File: config.mk
export PLATFORM = sky130hd
export DESIGN_NAME = add_share_arb
export DESIGN_NICKNAME = d
export VERILOG_FILES = /design/src/rtl/add_share_arb.sv
export SDC_FILE = /design/constraint.sdc
export NUM_CORES = 1
export LEC_CHECK = 0
export ABC_AREA = 1
export CAP_MARGIN = 20
export CORE_MARGIN = 8
export CORE_UTILIZATION = 40
export CTS_BUF_LIST = sky130_fd_sc_hd__clkbuf_16
export DETAILED_ROUTE_END_ITERATION = 16
export HOLD_SLACK_MARGIN = 0.05
export PLACE_DENSITY_LB_ADDON = 0.2
export SLEW_MARGIN = 20
export SYNTH_ARGS = -nofsm -noshare
export SYNTH_HDL_FRONTEND = slang
export SYNTH_SLANG_ARGS = --single-unit
File: constraint.sdc
create_clock -name clk -period 23.9 [get_ports clk]
set_input_delay 4.78 -clock clk [delete_from_list [all_inputs] [get_ports clk]]
set_output_delay 4.78 -clock clk [all_outputs]
set_load 0.01 [all_outputs]
File: src/rtl/add_share_arb.sv
// Round-robin arbiter sharing one ripple-carry adder among NREQ valid/ready requesters.
// Optional multi-word carry chaining with requester lock: ADD_SHARE_ARB_CHAIN_EN.
module add_share_arb #(
  parameter int unsigned NREQ = 4,
  parameter int unsigned W    = 16,
  parameter int unsigned IDW  = 2
) (
  input  logic                clk,
  input  logic                rst,
  input  logic [NREQ-1:0]     req_valid,
  output logic [NREQ-1:0]     req_ready,
  input  logic [NREQ*W-1:0]   req_a,
  input  logic [NREQ*W-1:0]   req_b,
  input  logic [NREQ-1:0]     req_last,
  output logic                rsp_valid,
  input  logic                rsp_ready,
  output logic [W-1:0]        rsp_sum,
  output logic                rsp_cout,
  output logic [IDW-1:0]      rsp_id
);

`ifdef ADD_SHARE_ARB_CHAIN_EN
  typedef enum logic [1:0] {IDLE, FULL, LOCK} state_e;
`else
  typedef enum logic {IDLE, FULL} state_e;
`endif

  state_e         state_q, state_d;
  logic [IDW-1:0] rr_ptr_q, rr_ptr_d;
  logic           rsp_valid_q, rsp_valid_d;
  logic [W-1:0]   rsp_sum_q, rsp_sum_d;
  logic           rsp_cout_q, rsp_cout_d;
  logic [IDW-1:0] rsp_id_q, rsp_id_d;

  logic           win_valid;
  logic [IDW-1:0] win_id;
  logic [IDW-1:0] win_next;
  logic           load_ok;
  logic           xfer;
  logic [W-1:0]   op_a, op_b, sum;
  logic           cin, cout;

`ifdef ADD_SHARE_ARB_CHAIN_EN
  logic [IDW-1:0] lock_id_q, lock_id_d;
  logic           cc_q, cc_d;
  logic           locked;
  logic           win_last;

  assign locked = (state_q == LOCK);
  assign cin    = locked & cc_q;
`else
  logic unused_last;

  assign unused_last = ^req_last;
  assign cin         = 1'b0;
`endif

  // Round-robin search from rr_ptr; a held chain pins the grant to its owner.
  always_comb begin
    int unsigned idx;
    idx       = 0;
    win_valid = 1'b0;
    win_id    = '0;
    for (int unsigned k = 0; k < NREQ; k++) begin
      idx = 32'(rr_ptr_q) + k;
      if (idx >= NREQ) idx = idx - NREQ;
      for (int unsigned i = 0; i < NREQ; i++) begin
        if (!win_valid && (idx == i) && req_valid[i]) begin
          win_valid = 1'b1;
          win_id    = IDW'(i);
        end
      end
    end
`ifdef ADD_SHARE_ARB_CHAIN_EN
    if (locked) begin
      win_valid = 1'b0;
      win_id    = lock_id_q;
      for (int unsigned i = 0; i < NREQ; i++) begin
        if (lock_id_q == IDW'(i)) win_valid = req_valid[i];
      end
    end
`endif
  end

  assign load_ok  = !rsp_valid_q | rsp_ready;
  assign xfer     = win_valid & load_ok & !rst;
  assign win_next = (win_id == IDW'(NREQ - 1)) ? '0 : win_id + IDW'(1);

  // Operand steering into the single shared adder.
  always_comb begin
    op_a = '0;
    op_b = '0;
`ifdef ADD_SHARE_ARB_CHAIN_EN
    win_last = 1'b1;
`endif
    for (int unsigned i = 0; i < NREQ; i++) begin
      if (win_id == IDW'(i)) begin
        op_a = req_a[i*W +: W];
        op_b = req_b[i*W +: W];
`ifdef ADD_SHARE_ARB_CHAIN_EN
        win_last = req_last[i];
`endif
      end
    end
  end

  always_comb begin
    req_ready = '0;
    for (int unsigned i = 0; i < NREQ; i++) begin
      req_ready[i] = xfer && (win_id == IDW'(i));
    end
  end

  // Shared ripple-carry adder.
  always_comb begin
    logic c;
    c   = cin;
    sum = '0;
    for (int unsigned i = 0; i < W; i++) begin
      sum[i] = op_a[i] ^ op_b[i] ^ c;
      c      = (op_a[i] & op_b[i]) | (c & (op_a[i] ^ op_b[i]));
    end
    cout = c;
  end

  // Next state, output stage and arbitration bookkeeping.
  always_comb begin
    state_d     = state_q;
    rr_ptr_d    = rr_ptr_q;
    rsp_valid_d = rsp_valid_q;
    rsp_sum_d   = rsp_sum_q;
    rsp_cout_d  = rsp_cout_q;
    rsp_id_d    = rsp_id_q;
`ifdef ADD_SHARE_ARB_CHAIN_EN
    lock_id_d   = lock_id_q;
    cc_d        = cc_q;
`endif

    if (xfer) begin
      rsp_valid_d = 1'b1;
      rsp_sum_d   = sum;
      rsp_cout_d  = cout;
      rsp_id_d    = win_id;
    end else if (rsp_valid_q && rsp_ready) begin
      rsp_valid_d = 1'b0;
    end

    case (state_q)
      IDLE: if (xfer) state_d = FULL;
      FULL: if (!xfer && rsp_ready) state_d = IDLE;
`ifdef ADD_SHARE_ARB_CHAIN_EN
      LOCK: if (xfer && win_last) state_d = FULL;
`endif
      default: state_d = IDLE;
    endcase

`ifdef ADD_SHARE_ARB_CHAIN_EN
    if (xfer) begin
      if (win_last) begin
        rr_ptr_d = win_next;
        cc_d     = 1'b0;
      end else begin
        state_d   = LOCK;
        lock_id_d = win_id;
        cc_d      = cout;
      end
    end
`else
    if (xfer) rr_ptr_d = win_next;
`endif
  end

  always_ff @(posedge clk) begin
    if (rst) begin
      state_q     <= IDLE;
      rr_ptr_q    <= '0;
      rsp_valid_q <= 1'b0;
      rsp_sum_q   <= '0;
      rsp_cout_q  <= 1'b0;
      rsp_id_q    <= '0;
`ifdef ADD_SHARE_ARB_CHAIN_EN
      lock_id_q   <= '0;
      cc_q        <= 1'b0;
`endif
    end else begin
      state_q     <= state_d;
      rr_ptr_q    <= rr_ptr_d;
      rsp_valid_q <= rsp_valid_d;
      rsp_sum_q   <= rsp_sum_d;
      rsp_cout_q  <= rsp_cout_d;
      rsp_id_q    <= rsp_id_d;
`ifdef ADD_SHARE_ARB_CHAIN_EN
      lock_id_q   <= lock_id_d;
      cc_q        <= cc_d;
`endif
    end
  end

  assign rsp_valid = rsp_valid_q;
  assign rsp_sum   = rsp_sum_q;
  assign rsp_cout  = rsp_cout_q;
  assign rsp_id    = rsp_id_q;

endmodule

* Word level (Yosys, flattened, before mapping) *
Cells that the tools add are included.

word-level totals
  flip-flop bits (word level) = 22
  latch bits = 0
  bits in writable memories = 0
  ROM bits = 0
  input bits = 139
  output and inout port bits = 24
  logic and storage cells = 217
  memories = 0

cells by class
  add/subtract/negate cells = 8
  $mul = 0
  divide/modulo/power cells = 0
  order comparisons = 4
  equality and inequality tests = 15
  shifts and indexed selects = 0
  mux-type cells = 46
  bitwise operators = 80
  reductions and logical operators = 59

operator list
  cell                                                   number
  equality test 32 x 2 -> 1 bit (second input constant)  8
  equality test 32 x 1 -> 1 bit (second input constant)  4
  logical NOT 32 bit                                     4
  two-way mux 16 bit                                     8
  two-way mux 32 bit                                     4
  logical AND 1 bit                                      36
  bitwise AND 1 bit                                      33
  XOR 1 bit                                              31
  two-way mux 2 bit                                      15
  two-way mux 1 bit                                      19
  logical NOT 1 bit                                      17
  bitwise OR 1 bit                                       16
  subtractor 3 x 3 -> 4 bit (second input constant)      3
  >= comparator 3 bit (second input constant)            3
  adder 2 x 2 -> 3 bit (second input constant)           2
  equality test 2 bit (second input constant)            2
  subtractor 2 x 3 -> 4 bit (second input constant)      1
  adder 2 x 1 -> 3 bit (second input constant)           1
  >= comparator 2 x 3 -> 1 bit (second input constant)   1
  adder 2 x 1 -> 2 bit (second input constant)           1
  equality test 2 x 1 -> 1 bit (second input constant)   1
  logical NOT 2 bit                                      1
  nonzero test 2 bit                                     1

* Longest topological paths before layout *
Gate-level depths: netlist of run 1.

  depth after elaboration = 101
  depth in mapped cells = 40
  gate-level depth less buffers = 38

* Least setup slack after synthesis of run 1 *
No wires, ideal clock.

  kind = input to register
  start = in req_valid[3]
  end = reg rsp_sum_q[15] (netlist: rsp_sum[15])
  library setup time = 113 ps
  data arrival time = 12776 ps
  required time = 23787 ps
  slack = 11011 ps
  stages = 37
  buffers on the path = 2
  cells stage by stage = nand3_1 nand2_1 inv_2 nand4_4 nor2_1 nand3_1 nor3_1 nor2_1 nand2_1 inv_1 nand2_1 ha_1 clkbuf_1 nor2_1 clkbuf_1 a22oi_1 nand2_1 o21ai_0 a21oi_1 ha_1 fa_1 fa_1 fa_1 fa_1 fa_1 fa_1 fa_1 fa_1 fa_1 fa_1 fa_1 fa_1 fa_1 fa_1 fa_1 nand3_1 nand2_1

on the way
  longest elaborated chain between the ends = 85
  elaborated cells on any way between the ends = 136
  classes of those cells = 3 x eq/ne; 34 x mux; 61 x bitwise; 38 x reduce/logical

ends and longest elaborated chain
  element                         line  RTL
  from (decl)                     10    input logic [NREQ-1:0] req_valid,
  logical AND 1 bit               68    if (!win_valid && (idx == i) && req_valid[i]) begin
  two-way mux 1 bit               68
  logical NOT 1 bit               68
  logical AND 1 bit (2 in a row)  68
  two-way mux 1 bit               68
  logical NOT 1 bit               68
  logical AND 1 bit (2 in a row)  68
  two-way mux 1 bit               68
  (+40 left out)                  -
  named net win_id[0]             36    logic [IDW-1:0] win_id;
  (+28 left out)                  -
  bitwise AND 1 bit               121   c = (op_a[i] & op_b[i]) | (c & (op_a[i] ^ op_b[i]));
  bitwise OR 1 bit                121
  bitwise AND 1 bit               121
  bitwise OR 1 bit                121
  bitwise AND 1 bit               121
  bitwise OR 1 bit                121
  XOR 1 bit (*)                   120   sum[i] = op_a[i] ^ op_b[i] ^ c;
  named net sum[15]               40    logic [W-1:0] op_a, op_b, sum;
  to (signal assigned)            189   rsp_sum_q <= rsp_sum_d;
  to (decl)                       31    logic [W-1:0] rsp_sum_q, rsp_sum_d;

Mark *: on every way through the listed nets, which the timed path passes. The rest lies on a longest branch.
A chain may end at the register's enable or synchronous reset.

* Final worst setup path of run 1 *
Ends and elaborated chain as after synthesis.

==> metrics, run 1 <==
Die Area=a little under 0.009 sq mm; top cells by area, synth=dfxtp_1, fa_1, nand2_1, a22oi_1, nand3_1; largest net degree at the start of global routing=65; Yosys Warn Count=0; Fill cells=522; Max Buffers Root-to-Sink=2; Clock Latency Late Sink=0.26 ns; Worst path max stage delay=0.48 ns; max_slew headroom=between 30% and 40%; sequential element share of the synthesized area=18.1%; crit path max-delay cell type=clkdlybuf4s50_1; Post-synth top cells=nand2_1, nor2_1, nand3_1, o21ai_0, a21oi_1; Setup CP Type=primary input to flip-flop; I/O pins=163; initial antenna violation count=0; Starting Density=41.1%; CTS Buf Count=3; Max-Cap Viols=0; first-pass GRT wire length=about 14000 um; die width=~94 um; Post-DRT Antenna Nets=0; endpoint type of the worst setup path=flip-flop; Power Density=around 140 mW/mm^2; Buffers on Ports=roughly 160; post_cts resized=0; Finished Cell Area=a little over 0.004 sq mm; clock sinks=22; status=completed; crit path max fanout=34; Lkg Pwr=about 1.8 nW; drt total wl=roughly 8900 um; drt first pass iters=4; post-CTS setup buffers=0; Area Growth Syn to Fin=68.6%; Max VDD drop=around 0.076 mV; CTS tree=built; Syn Nets=531; gr usage total=between 10% and 20%; Root Buffer=clkbuf_16; Core ar.=about 0.0059 sq mm; Residual DRC=0; clock-pin slew on the worst setup and hold paths=roughly 0.060 ns; vias in the first global route=a little over 3k; standard-cell rows=28; routed len/inst=15.3 um; Max Freq=between 70 and 80 MHz; most common cell in the netlist=nand2_1; DP HPWL=7390 um; Post-Syn Area=about 0.0024 sq mm; GP Congestion=around 0.80; Iter 0 DRT Violations=roughly 160; number of synthesized flops with an enable pin=0; post-synth top area cell=dfxtp_1; CP required=~24 ns; syn avg cell area=6.55 sq um; Seq cells post-synth=22; worst slew pin tran=between 0.9 and 1 ns; dpl cell area=approximately 0.004 sq mm; Clock Skews=between 0.005 and 0.006 ns; vias=around 3k; share of cells above drive strength 1=4.31%; post-synth cell types=30; nets=670; CTS Hold Bufs=0; H-tree Lvls=1; Worst EP arrival=14.11 ns; critical path's most frequent cell=fa_1; max-slew violations=0; RSZ-0062 raised after global routing=no; Mapped Cells=372; top cell type's share of synthesized area=between 15 and 20%; vias per cell=slightly above 5; Chip Height=between 90 and 100 um; post-layout min period=13.96 ns; Hold Crit Class=flip-flop to flip-flop; total gr overflow=0; hold slack final=0.467 ns; Inserted Diodes=0; Setup-failing EPs final=0; Setup TNS=0 ns; final number of hold-violating endpoints=0; Main synth FF type=dfxtp_1; asr flop ratio synth=0%; Final Total Pwr=between 500 and 600 uW; CP Launch Type=primary input; Final period util=58.4%
layout make-up:
cell class	instances	area, sq um	share of cell area, %
Sequential cell	22	440	10.7
Timing Repair Buffer	162	1610	39.2
Tap cell	75	93.8	2.29
Multi-Input combinational cell	298	1770	43.0
Clock inverter	1	30.0	0.731
Clock buffer	3	75.1	1.83
Inverter	24	90.1	2.19
kinds of logic (layout without fill, tap and decap cells):
family          count (synthesis)  after routing  synth area share [%]
compound gates                103            103                  24.7
fa+ha+maj                      20             20                  14.9
buf+inv                        52            190                  9.55
flops                          22             22                  18.1
simple gates                  175            175                  32.8
through the flow:
| step | setup slack (ns) | cells | utilization (%) |
|---|---|---|---|
| CTS | 9.96 | 585 | 69.4 |
| detailed placement | 9.71 | 581 | 67.6 |
| global route | 9.46 | 585 | 69.4 |
| finish | 9.94 | 585 | 69.4 |
| floorplan | 11.01 | 372 | - |
| global placement | 9.84 | 581 | 67.6 |
sequential cells by signal, summed over array words and instances, names as in the netlist:
| name | count |
|---|---|
| rr_ptr_q | 2 |
| rsp_cout | 1 |
| rsp_id | 2 |
| rsp_sum | 16 |
| rsp_valid | 1 |
where the power goes:
part	internal, mW	leakage, nW	switching, mW	total [mW]
Sequential	0.0535	0.183	0.00887	0.0624
Combinational	0.205	1.55	0.257	0.462
Clock	0.0333	0.0511	0.0138	0.0471
Total	0.292	1.79	0.280	0.572
layout by cell type, fill, tap and decap left out, drive strengths merged:
| master | count |
|---|---|
| a22oi | 31 |
| clkbuf | 3 |
| inv | 24 |
| nand2 | 67 |
| o21ai | 36 |
| ha | 5 |
| fa | 15 |
| a221oi | 1 |
| nor3 | 3 |
| nand3 | 44 |
| a21oi | 33 |
| o211ai | 1 |
| nor2 | 56 |
| bufinv | 1 |
| clkdlybuf4s50 | 158 |
| buf | 4 |
| o31ai | 1 |
| dfxtp | 22 |
| nand4 | 5 |
critical path: cells and delay by family:
kind,cells,cell delay [ns]
buf+inv,5,1.20
fa+ha+maj,16,6.27
compound gates,3,0.41
simple gates,13,1.42
worst paths after layout:
| check | from | to | slack [ns] | cells past startpoint |
|---|---|---|---|---|
| max | req_valid[3] | rsp_sum[15] | 9.94 | 37 |
| max reg2reg | rr_ptr_q[0] | rsp_sum[15] | 14.44 | 35 |
| min | rsp_sum[7] | rsp_sum[7] | 0.47 | 2 |
| min reg2reg | rsp_sum[7] | rsp_sum[7] | 0.47 | 2 |
layer usage:
| layer | global-route usage (%) | up-vias | share of wire (%) |
|---|---|---|---|
| met5 | 0 | - | 0 |
| met4 | 5.15 | 0 | 1.5 |
| met2 | 35.2 | 120 | 51 |
| li1 | - | 1541 | - |
| met1 | 22.2 | 1369 | 39 |
| met3 | 5.68 | 11 | 8.4 |
Power figures use the tool's default switching activity.
==> run 2, diff against run 1 <==
--- a/config.mk
+++ b/config.mk
@@ -8,7 +8,7 @@
 export ABC_AREA = 1
 export CAP_MARGIN = 20
 export CORE_MARGIN = 8
-export CORE_UTILIZATION = 40
+export CORE_UTILIZATION = 33
 export CTS_BUF_LIST = sky130_fd_sc_hd__clkbuf_16
 export DETAILED_ROUTE_END_ITERATION = 16
 export HOLD_SLACK_MARGIN = 0.05
==> constraint.sdc (replaced) <==
create_clock -name clk -period 11.9 [get_ports clk]
set_input_delay 2.38 -clock clk [delete_from_list [all_inputs] [get_ports clk]]
set_output_delay 2.38 -clock clk [all_outputs]
set_load 0.01 [all_outputs]
==> run 2 against run 1 <==
Sequential share of layout area down 0.15 points; power grew 110%; worst setup slack got worse by 9.2 ns; flip-flop and latch count unchanged; critical path depth is the same; clock power is 97% higher; critical endpoint unchanged; largest power group unchanged.
==> metrics, run 2 (synthesized netlist as in run 1, its figures left out) <==
status=completed; endpoint type of the worst setup path=flip-flop; CTS Hold Bufs=0; CP Launch Type=primary input; Lkg Pwr=roughly 1.8 nW; Max Freq=approximately 90 MHz; total gr overflow=0; vias per cell=4.83; post-CTS setup buffers=0; post_cts resized=0; end point of the critical path=rsp_sum[15]; critical path's most frequent cell=fa_1; most common library cell in the layout ignoring fill and taps=clkdlybuf4s50_1; vias in the first global route=between 3k and 4k; Root Buffer=clkbuf_16; first-pass GRT wire length=approximately 15000 um; die width=between 100 and 150 um; vias=2961; Buffers on Ports=between 150 and 200; Inserted Diodes=0; CTS tree=built; DP HPWL=between 7000 and 8000 um; Setup CP Type=primary input to flip-flop; GP Congestion=0.783; share of cells above drive strength 1=~5%; Iter 0 DRT Violations=roughly 110; Clock Skews=between 0.001 and 0.0015 ns; multi-input logic area=0.00177 sq mm; Hold Crit Class=flip-flop to flip-flop; Reg2Reg Depth=35; drt total wl=9190 um; Worst path max stage delay=0.47 ns; H-tree Lvls=1; Post-DRT Antenna Nets=0; setup slack, reg-to-reg=around 2.8 ns; nets=just under 700; Reg-to-Reg End=rsp_sum[15]; Area Growth Syn to Fin=71.0%; Starting Density=between 30 and 40%; Max VDD drop=between 0.1 and 0.15 mV; standard-cell rows=31; Reg-to-Reg Start=rr_ptr_q[0]; CP required=roughly 12 ns; routed len/inst=15.0 um; Setup crit start=req_valid[3]; clock-pin slew on the worst setup and hold paths=0.06 ns; crit path max fanout=18; Max Buffers Root-to-Sink=2; commonest non-fill, non-tap cells in the layout=clkdlybuf4s50_1, nand2_1, nor2_1; CTS Buf Count=3; Clock Latency Late Sink=around 0.25 ns; Final Total Pwr=roughly 1.2 mW; crit path max-delay cell type=clkdlybuf4s50_1; Power Density=between 200 and 300 mW/mm^2; Setup TNS=0 ns; RSZ-0062 raised after global routing=no; Die Area=approximately 0.010 sq mm; Setup-failing EPs final=0; max-slew violations=0; max_slew headroom=54.8%; largest net degree at the start of global routing=38; Worst EP arrival=around 11 ns; Largest register FFs=16; Max-Cap Viols=0; Fill cells=roughly 700; I/O pins=approximately 160; Seq. cell area=440 sq um; Residual DRC=0; Core ar.=0.00721 sq mm; initial antenna violation count=0; post-layout min period=roughly 11 ns; drt first pass iters=5; worst slew pin tran=a little under 0.7 ns; final number of hold-violating endpoints=0; Final period util=a little over nine tenths; clock sinks=22; Chip Height=roughly 100 um; gr usage total=~17%
[run 2: changes by cell type in the layout (fill, tap and decap cells not counted)]
cell,before,now
buf_4,4,8
[run 2: per-stage QoR]
step	area (sq um)	hold WS [ns]	std cells	util, %	worst slack [ns]
3_3_place_gp	4060	0.455	609	56.3	0.621
5_1_grt	4170	0.496	613	57.8	0.209
2_1_floorplan	2440	0.486	372	-	1.41
3_5_place_dp	4060	0.458	609	56.3	0.464
6_report	4170	0.464	613	57.8	0.705
4_1_cts	4170	0.467	613	57.8	0.711
[run 2: worst min-delay path by stage]
stage / startpoint / end / slack, ns / cells past startpoint
after floorplan: rsp_cout / rsp_cout / 0.49 / 2
after global placement: rsp_sum[5] / rsp_sum[5] / 0.45 / 2
after detailed placement: rsp_sum[5] / rsp_sum[5] / 0.46 / 2
after global routing: rsp_sum[13] / rsp_sum[13] / 0.50 / 2
final: rsp_sum[5] / rsp_sum[5] / 0.46 / 2
after CTS: rsp_sum[5] / rsp_sum[5] / 0.47 / 2
[run 2: worst max-delay path: cells and delay by family]
| kind | cells | cell delay, ns |
|---|---|---|
| AOI/OAI and AO/OA | 3 | 0.34 |
| and+or+nand+nor | 13 | 1.38 |
| buffers and inverters | 4 | 0.83 |
| adders and majority gates | 17 | 6.41 |
[run 2: metal layers]
layer	track usage, %	part of all wire [%]	up-vias	wire length [um]
met4	2.48	0.63	0	58
li1	-	-	1549	-
met1	19.6	41	1305	3730
met3	5.52	8.6	4	792
met2	31.7	50	103	4610
met5	0	0	-	0
[run 2: area by class of cell]
class | instances | area share, %
Inverter | 24 | 2.16
Multi-Input combinational cell | 298 | 42.4
Clock buffer | 3 | 1.80
Sequential cell | 22 | 10.6
Clock inverter | 1 | 0.721
Timing Repair Buffer | 166 | 39.4
Tap cell | 99 | 2.97
[run 2: report_power, final]
group	total (mW)	leakage (nW)	internal (mW)	switching, mW
clock network	0.0929	0.0511	0.0667	0.0261
registers	0.125	0.183	0.107	0.0177
logic	0.955	1.57	0.427	0.528
